==> src/rtl/matrix_feed_controller.sv <==
// matrix_feed_controller
//   Front end for the 3x3 determinant unit. Collects nine unsigned 8-bit
//   elements (row-major) from a valid/ready byte stream into a 16x8 buffer,
//   pulses the determinant unit's start, waits for its done, and holds the
//   16-bit determinant until a downstream consumer takes it.
//
//   Ports
//     clock, reset        single clock, synchronous active-high reset
//     in_valid/in_data    upstream byte stream
//     in_ready            byte accepted this cycle when in_valid & in_ready
//     det_adress          determinant unit read address
//     det_data            buffer word at det_adress (combinational)
//     det_start           one-cycle start pulse
//     det_start_adress    buffer address of element a00
//     det_done/det_result determinant unit completion and value
//     result/result_valid captured determinant, valid until consumed
//     result_ready        downstream accepts result
//     busy                high whenever the block is not loading
//
//   state | meaning
//   ------+----------------------------------------------------------
//   LOAD  | accepting bytes into the buffer
//   START | single-cycle start pulse to the determinant unit
//   WAIT  | waiting for det_done; captures det_result on it
//   OUT   | result held until result_ready

module matrix_feed_controller #(
  parameter int          ELEMS      = 9,
  parameter logic [3:0]  START_ADDR = 4'd0
) (
  input  logic        clock,
  input  logic        reset,
  input  logic        in_valid,
  input  logic [7:0]  in_data,
  output logic        in_ready,
  input  logic [3:0]  det_adress,
  output logic [7:0]  det_data,
  output logic        det_start,
  output logic [3:0]  det_start_adress,
  input  logic        det_done,
  input  logic [15:0] det_result,
  output logic [15:0] result,
  output logic        result_valid,
  input  logic        result_ready,
  output logic        busy
);

  typedef enum logic [1:0] {S_LOAD, S_START, S_WAIT, S_OUT} state_t;

  localparam logic [3:0] LAST_ADDR = START_ADDR + 4'(ELEMS - 1);

  state_t      state, state_next;
  logic [7:0]  mem [16];
  logic [3:0]  wptr;
  logic        accept;
  logic        capture;
  logic        consume;

  assign accept           = in_valid & in_ready;
  assign capture          = (state == S_WAIT) & det_done;
  assign consume          = (state == S_OUT) & result_ready;
  assign det_data         = mem[det_adress];
  assign det_start_adress = START_ADDR;

  always_ff @(posedge clock) begin
    if (reset) state <= S_LOAD;
    else       state <= state_next;
  end

  always_comb begin
    state_next   = state;
    in_ready     = 1'b0;
    det_start    = 1'b0;
    result_valid = 1'b0;
    busy         = 1'b1;
    case (state)
      S_LOAD: begin
        in_ready = 1'b1;
        busy     = 1'b0;
        // the accept of the last element ends the load phase
        if (in_valid && (wptr == LAST_ADDR)) state_next = S_START;
      end
      S_START: begin
        det_start  = 1'b1;
        state_next = S_WAIT;
      end
      S_WAIT: begin
        if (det_done) state_next = S_OUT;
      end
      S_OUT: begin
        result_valid = 1'b1;
        if (result_ready) state_next = S_LOAD;
      end
      default: state_next = S_LOAD;
    endcase
  end

  always_ff @(posedge clock) begin
    if (reset) begin
      wptr   <= START_ADDR;
      result <= '0;
      for (int i = 0; i < 16; i++) mem[i] <= '0;
    end else begin
      if (accept) begin
        mem[wptr] <= in_data;
        wptr      <= wptr + 4'd1;
      end
      if (capture) result <= det_result;
      if (consume) wptr   <= START_ADDR;
    end
  end

endmodule

==> config.mk <==
export PLATFORM = sky130hd
export DESIGN_NAME = matrix_feed_controller
export DESIGN_NICKNAME = d
export VERILOG_FILES = /design/src/rtl/matrix_feed_controller.sv
export SDC_FILE = /design/constraint.sdc
export NUM_CORES = 1
export LEC_CHECK = 0
export CAP_MARGIN = 20
export CORE_MARGIN = 4
export CORE_UTILIZATION = 35
export DETAILED_ROUTE_END_ITERATION = 7
export SLEW_MARGIN = 20
export SYNTH_ARGS = -nofsm -noshare
export SYNTH_HDL_FRONTEND = slang
export SYNTH_SLANG_ARGS = --single-unit
==> constraint.sdc <==
create_clock -name clock -period 2.4 [get_ports clock]
set_input_delay 0.36 -clock clock [delete_from_list [all_inputs] [get_ports clock]]
set_output_delay 0.36 -clock clock [all_outputs]
set_load 0.02 [all_outputs]
==> results.toml, run 1 <==
[synth]
synth_flop_cell = "edfxtp_1"
netlist.area_leader.share_pct = 55.2
ys_seq_area_share_pct = 61.6
ys_ff_latch = 150
yosysUniqueCellTypes = 37
ys_warn_count = 0
synth_edf_count = 128
synthXorXnorAreaFrac_pct = 0.252
netlist_instances = 497
yosys.cell_count.top_type = "and2_1"
yosys-top-cells-area = "edfxtp_1 (55%), and2_1 (12%), mux4_1 (6.4%), dfxtp_1 (6.3%), mux4_2 (4.9%)"
synth-adder-area-share_pct = 1.62
syn_area_per_cell_um2 = 14.0
synth_top_family_by_area = "simple AND/OR/NAND/NOR gates"
synthArstFlopShare_pct = 0
synth-compound-area-share_pct = 3.45
synth-simple-area-share_pct = 18.2
syn_area_um2 = 6960
synth_area_leader_cell = "edfxtp_1"
muxShareOfSynthArea_pct = 11.4
yosys-top-cells-count = "and2_1 (130), edfxtp_1 (128), nand2_1 (47)"

[setup_path]
path_max_fanout = 8
max_stage_delay_ns = 0.50
critPathKind = "primary input to output pin"
cp.arrival_ns = 1.97
rrSetupSlack_ns = 0.44
start_kind = "primary input"
cp_common_cell = "buf_4"
critPathRequiredTime_ns = 2.04
cp_slowest_cell = "mux4_2"
path_cells = "buf_2 > buf_4 > buf_4 > mux4_2 > a22oi_1 > nand2_1 > dlygate4sd2_1"
endpoint_kind = "output pin"

[floorplanning]
rows = 51
initial_core_util_pct = 35.6
die_y_um = 149
io_pins = 65
dieArea_um2 = 22200
die_w_um = 149
coreArea_um2 = 19500

[cts]
cts_tree = "built"
htree_num_levels = 4
insertion_delay_ns = 0.43
clkSinkCount = 150
clockBufferDepth = 2
clk_pin_slew_worst_paths_ns = 0.07
numCtsBuffers = 17
cts_root_buf = "clkbuf_16"

[cells_and_area]
diodes = 0
areaGrowthSynthToFinish_pct = 24.0
drive_gt1_share_pct = 19.0
layout.nets = 624
stdcell_count = 860

[grt]
overflow = 0
antenna_found_initial = 0
grt_pass1_vias = 4337
grt_pass1_wl_um = 25200
track_usage_pct = 15.4
grt_max_degree = 20

[sta]
post-route-period-util_pct = 97.1
slew-limit-headroom_pct = 53.3
finalSetupViolCount = 0
final-hold-violation-count = 0
fin_crit_ns = 2.33
rsz0062_at_grt = "no"
worst_pin_slew_ns = 0.698
fmax_mhz = 429
finalClockSkew_ns = 0.00926
drv_slew = 0
whs_ns = 0.453

[routing]
drc = 0
wl_um = 16500
first_pass_iters = 5
wl_per_cell_um = 19.1
via_per_inst = 4.85
ant_nets = 0
vias = 4173
drt_iter0_drc = 308

[place]
place_congestion = 0.796
dp_cells = 826
dpl.hpwl_um = 11400
portBuffers = 60

[min_path]
hold_class = "register to register"

[power_and_ir_drop]
ir_drop_mv = 0.488
power_density_nw_per_um2 = 719
power.leakage_nw = 3.28

[run]
maxCapViolations = 0

[status]
status = "finished, final reports clean"
[through the flow]
step | utilization, % | instance area, um2 | setup WS (ns) | TNS (ns) | power (mW)
after floorplan | - | 6970 | 0.443 | 0 | 3.41
after global placement | 40.8 | 7970 | -0.353 | -2.55 | 3.69
after detailed placement | 40.8 | 7970 | -0.348 | -2.61 | 3.71
after CTS | 44.1 | 8610 | 0.00424 | 0 | 6.24
after global routing | 44.2 | 8630 | 0.00287 | 0 | 6.44
final | 44.2 | 8630 | 0.0687 | 0 | 6.20
[layer usage]
layer  wire (um)  vias to the layer above  global-route usage (%)
met2        7950                      137                    25.1
li1            -                     1962                       -
met4         168                        0                    3.43
met5           0                        -                       0
met1        7100                     2062                    20.4
met3        1250                       12                    4.74
[cell usage in the layout, fill, tap and decap left out, types with 3 or more instances in the layout]
master,count
and2_1,130
edfxtp_1,128
clkdlybuf4s50_1,49
nand2_1,47
buf_4,27
dfxtp_1,22
nor2_1,18
a21oi_1,18
mux4_2,17
clkbuf_16,17
or2_2,16
mux4_1,15
a22oi_2,9
ha_1,9
inv_1,7
a22oi_1,7
dlygate4sd2_1,6
buf_12,5
conb_1,4
inv_6,4
clkinv_4,4
nor3_2,3
nand3_1,3
inv_8,3
[registers in the layout (all words and copies together) (netlist names)]
register and flops:
result 16, mem 128, wptr 4, state 2
[where the power goes]
group | internal (mW) | switching, mW
logic | 0.300 | 0.361
clock network | 1.37 | 1.18
registers | 2.95 | 0.0471
[what timing repair did]
action / in CTS / in global routing
cloned: 1 / 0
gates resized for setup: 19 / 8
setup buffers: 1 / 0
hold buffers: 0 / 0
endpoints found under the setup margin: 8 / 7
pin swaps: 0 / 1
[worst max-delay path, delay by kind of cell]
family | cells | cell delay (ns)
buf+inv | 4 | 0.79
simple gates | 1 | 0.09
mux | 1 | 0.50
compound gates | 1 | 0.22
[cell families (layout without fill, tap and decap cells)]
group,Yosys count,count (layout)
fa+ha+maj,9,9
buf+inv,38,133
flops,150,150
xor+xnor,2,2
other cells,1,4
mux,33,33
compound gates,38,38
simple gates,226,226
[layout make-up]
class | instances | area [um2]
Clock buffer | 17 | 425
Clock inverter | 15 | 139
Fill cell | 1804 | 10900
Inverter | 7 | 26.3
Multi-Input combinational cell | 312 | 2480
Sequential cell | 150 | 4280
Tap cell | 265 | 332
Timing Repair Buffer | 94 | 938
[path summary, 6_finish.rpt]
check	from	to	cells past startpoint
setup / recovery	det_adress[0]	det_data[7]	7
hold / removal	result[7]	result[7]	2
setup reg to reg	state[0]	mem[5][4]	6
hold reg to reg	result[7]	result[7]	2
No activity file was read; power rests on OpenSTA's default activity.
==> run 2: changes to the inputs <==
Settings changed: CTS_CLUSTER_DIAMETER set to 100, PLACE_DENSITY set to 0.59.
==> run 2 against run 1 <==
Effect of this change: combinational power shrank 3.6%; sequential power barely moved; clock-buffer cell count unchanged; first-iteration DRC count down 9.7%; utilization decreased by 0.16 points.
==> results.toml, run 2 (synthesized netlist as in run 1, its figures left out) <==
[status]
status = "finished, final reports clean"

[routing]
drc = 0
vias = 4153
ant_nets = 0
first_pass_iters = 5
wl_per_cell_um = 18.3
drt_iter0_drc = 278
wl_um = 15800
via_per_inst = 4.82

[setup_path]
r2r-end = "mem[2][0]"
r2r_cells = 6
critPathKind = "register to output pin"
cp.arrival_ns = 1.96
path_max_fanout = 1
critPathRequiredTime_ns = 2.04
endpoint_kind = "output pin"
rrSetupSlack_ns = 0.29
r2r-start = "state[0]"
start_kind = "register"

[grt]
overflow = 0
grtUsageMet3_pct = 4.38
grt_pass1_wl_um = 24800
grt_pass1_vias = 4402
grt.busiest_layer = "met2"
antenna_found_initial = 0
grt_max_degree = 21
gr-usage-met1_pct = 17.8
track_usage_pct = 14.8
grtUsageMet2_pct = 25.7

[cts]
htree_num_levels = 4
insertion_delay_ns = 0.42
clockBufferDepth = 2
cts_tree = "built"
cts_hold_buffers = 0
clk_pin_slew_worst_paths_ns = 0.06
numCtsBuffers = 17
cts_root_buf = "clkbuf_16"
clkSinkCount = 150

[cells_and_area]
final_common_cell = "and2_1"
layout.nets = 625
seqCellArea_um2 = 4280
diodes = 0
final.fill_count = 1823
areaGrowthSynthToFinish_pct = 23.6
layout_common_cells = "and2_1 (130), edfxtp_1 (128), clkdlybuf4s50_1 (50)"
multi_input_area_um2 = 2480
final_area_um2 = 8600
largest_register_ffs = 128
drive_gt1_share_pct = 18.0
top_regs = "mem x128, result x16, wptr x4"
top_register = "mem"

[sta]
fin_crit_ns = 2.32
finalSetupViolCount = 0
whs_ns = 0.456
final-hold-violation-count = 0
setup_tns_ns = 0
fmax_mhz = 431
rsz0062_at_grt = "no"
layout_setup_ws_ns = 0.0801
drv_slew = 0
post-route-period-util_pct = 96.7
slew-limit-headroom_pct = 60.1
finalClockSkew_ns = 0.00609
worst_pin_slew_ns = 0.595

[place]
placed_area_um2 = 7970
dpl.hpwl_um = 11400
portBuffers = 60
dp_slack_ns = -0.325
place_congestion = 0.782

[floorplanning]
coreArea_um2 = 19500
die_w_um = 149
io_pins = 65
die_y_um = 149
dieArea_um2 = 22200
rows = 51
initial_core_util_pct = 35.6

[run]
maxCapViolations = 0

[power_and_ir_drop]
ir_drop_mv = 0.504
power.total_mw = 6.26
power_density_nw_per_um2 = 728
power.leakage_nw = 3.27

[min_path]
holdPathStages = 2
hold_path_end = "result[9]"
min_from = "result[9]"
hold_class = "register to register"
==> run 2: what timing repair did <==
item	in CTS	in global routing
setup buffers	0	3
resized for setup	14	2
setup endpoints to repair	8	3
pin swaps	0	1
==> run 2: worst max path at each step <==
| stage | from | end | slack [ns] |
|---|---|---|---|
| 5_1_grt | mem[1][1] | det_data[1] | 0.008 |
| 3_5_place_dp | det_adress[1] | det_data[2] | -0.32 |
| 3_3_place_gp | det_adress[1] | det_data[3] | -0.31 |
| 4_1_cts | det_adress[0] | det_data[7] | 0.03 |
| 2_1_floorplan | state[0] | mem[0][0] | 0.44 |
| 6_report | mem[10][1] | det_data[1] | 0.08 |
==> run 2: layer usage <==
layer,share of wire [%],vias up
met5,0,-
met4,2.1,0
met3,5.8,24
met2,51,116
met1,41,2053
li1,-,1960
==> run 2: through the flow <==
step,cells,utilization (%)
after floorplan,500,-
after global placement,826,40.8
after detailed placement,826,40.8
after CTS,858,43.9
after global routing,861,44.0
final,861,44.0
==> run 2: power breakdown <==
group | internal (mW) | switching (mW)
logic | 0.291 | 0.346
registers | 2.95 | 0.0423
clock network | 1.54 | 1.09
total | 4.77 | 1.48
==> run 2: layout make-up <==
type                    count  area share, %
clock inverters            15           1.79
clock buffers              17           4.95
well taps                 265           3.86
inverters                   7          0.306
flip-flops and latches    150           49.8
repair buffers             95           10.5
multi-input cells         312           28.8
==> run 2: critical path: stages (launching register included) <==
cell,delay (ns)
edfxtp_1,0.38
mux4_1,0.50
a22oi_1,0.23
nand2_1,0.10
dlygate4sd2_1,0.33
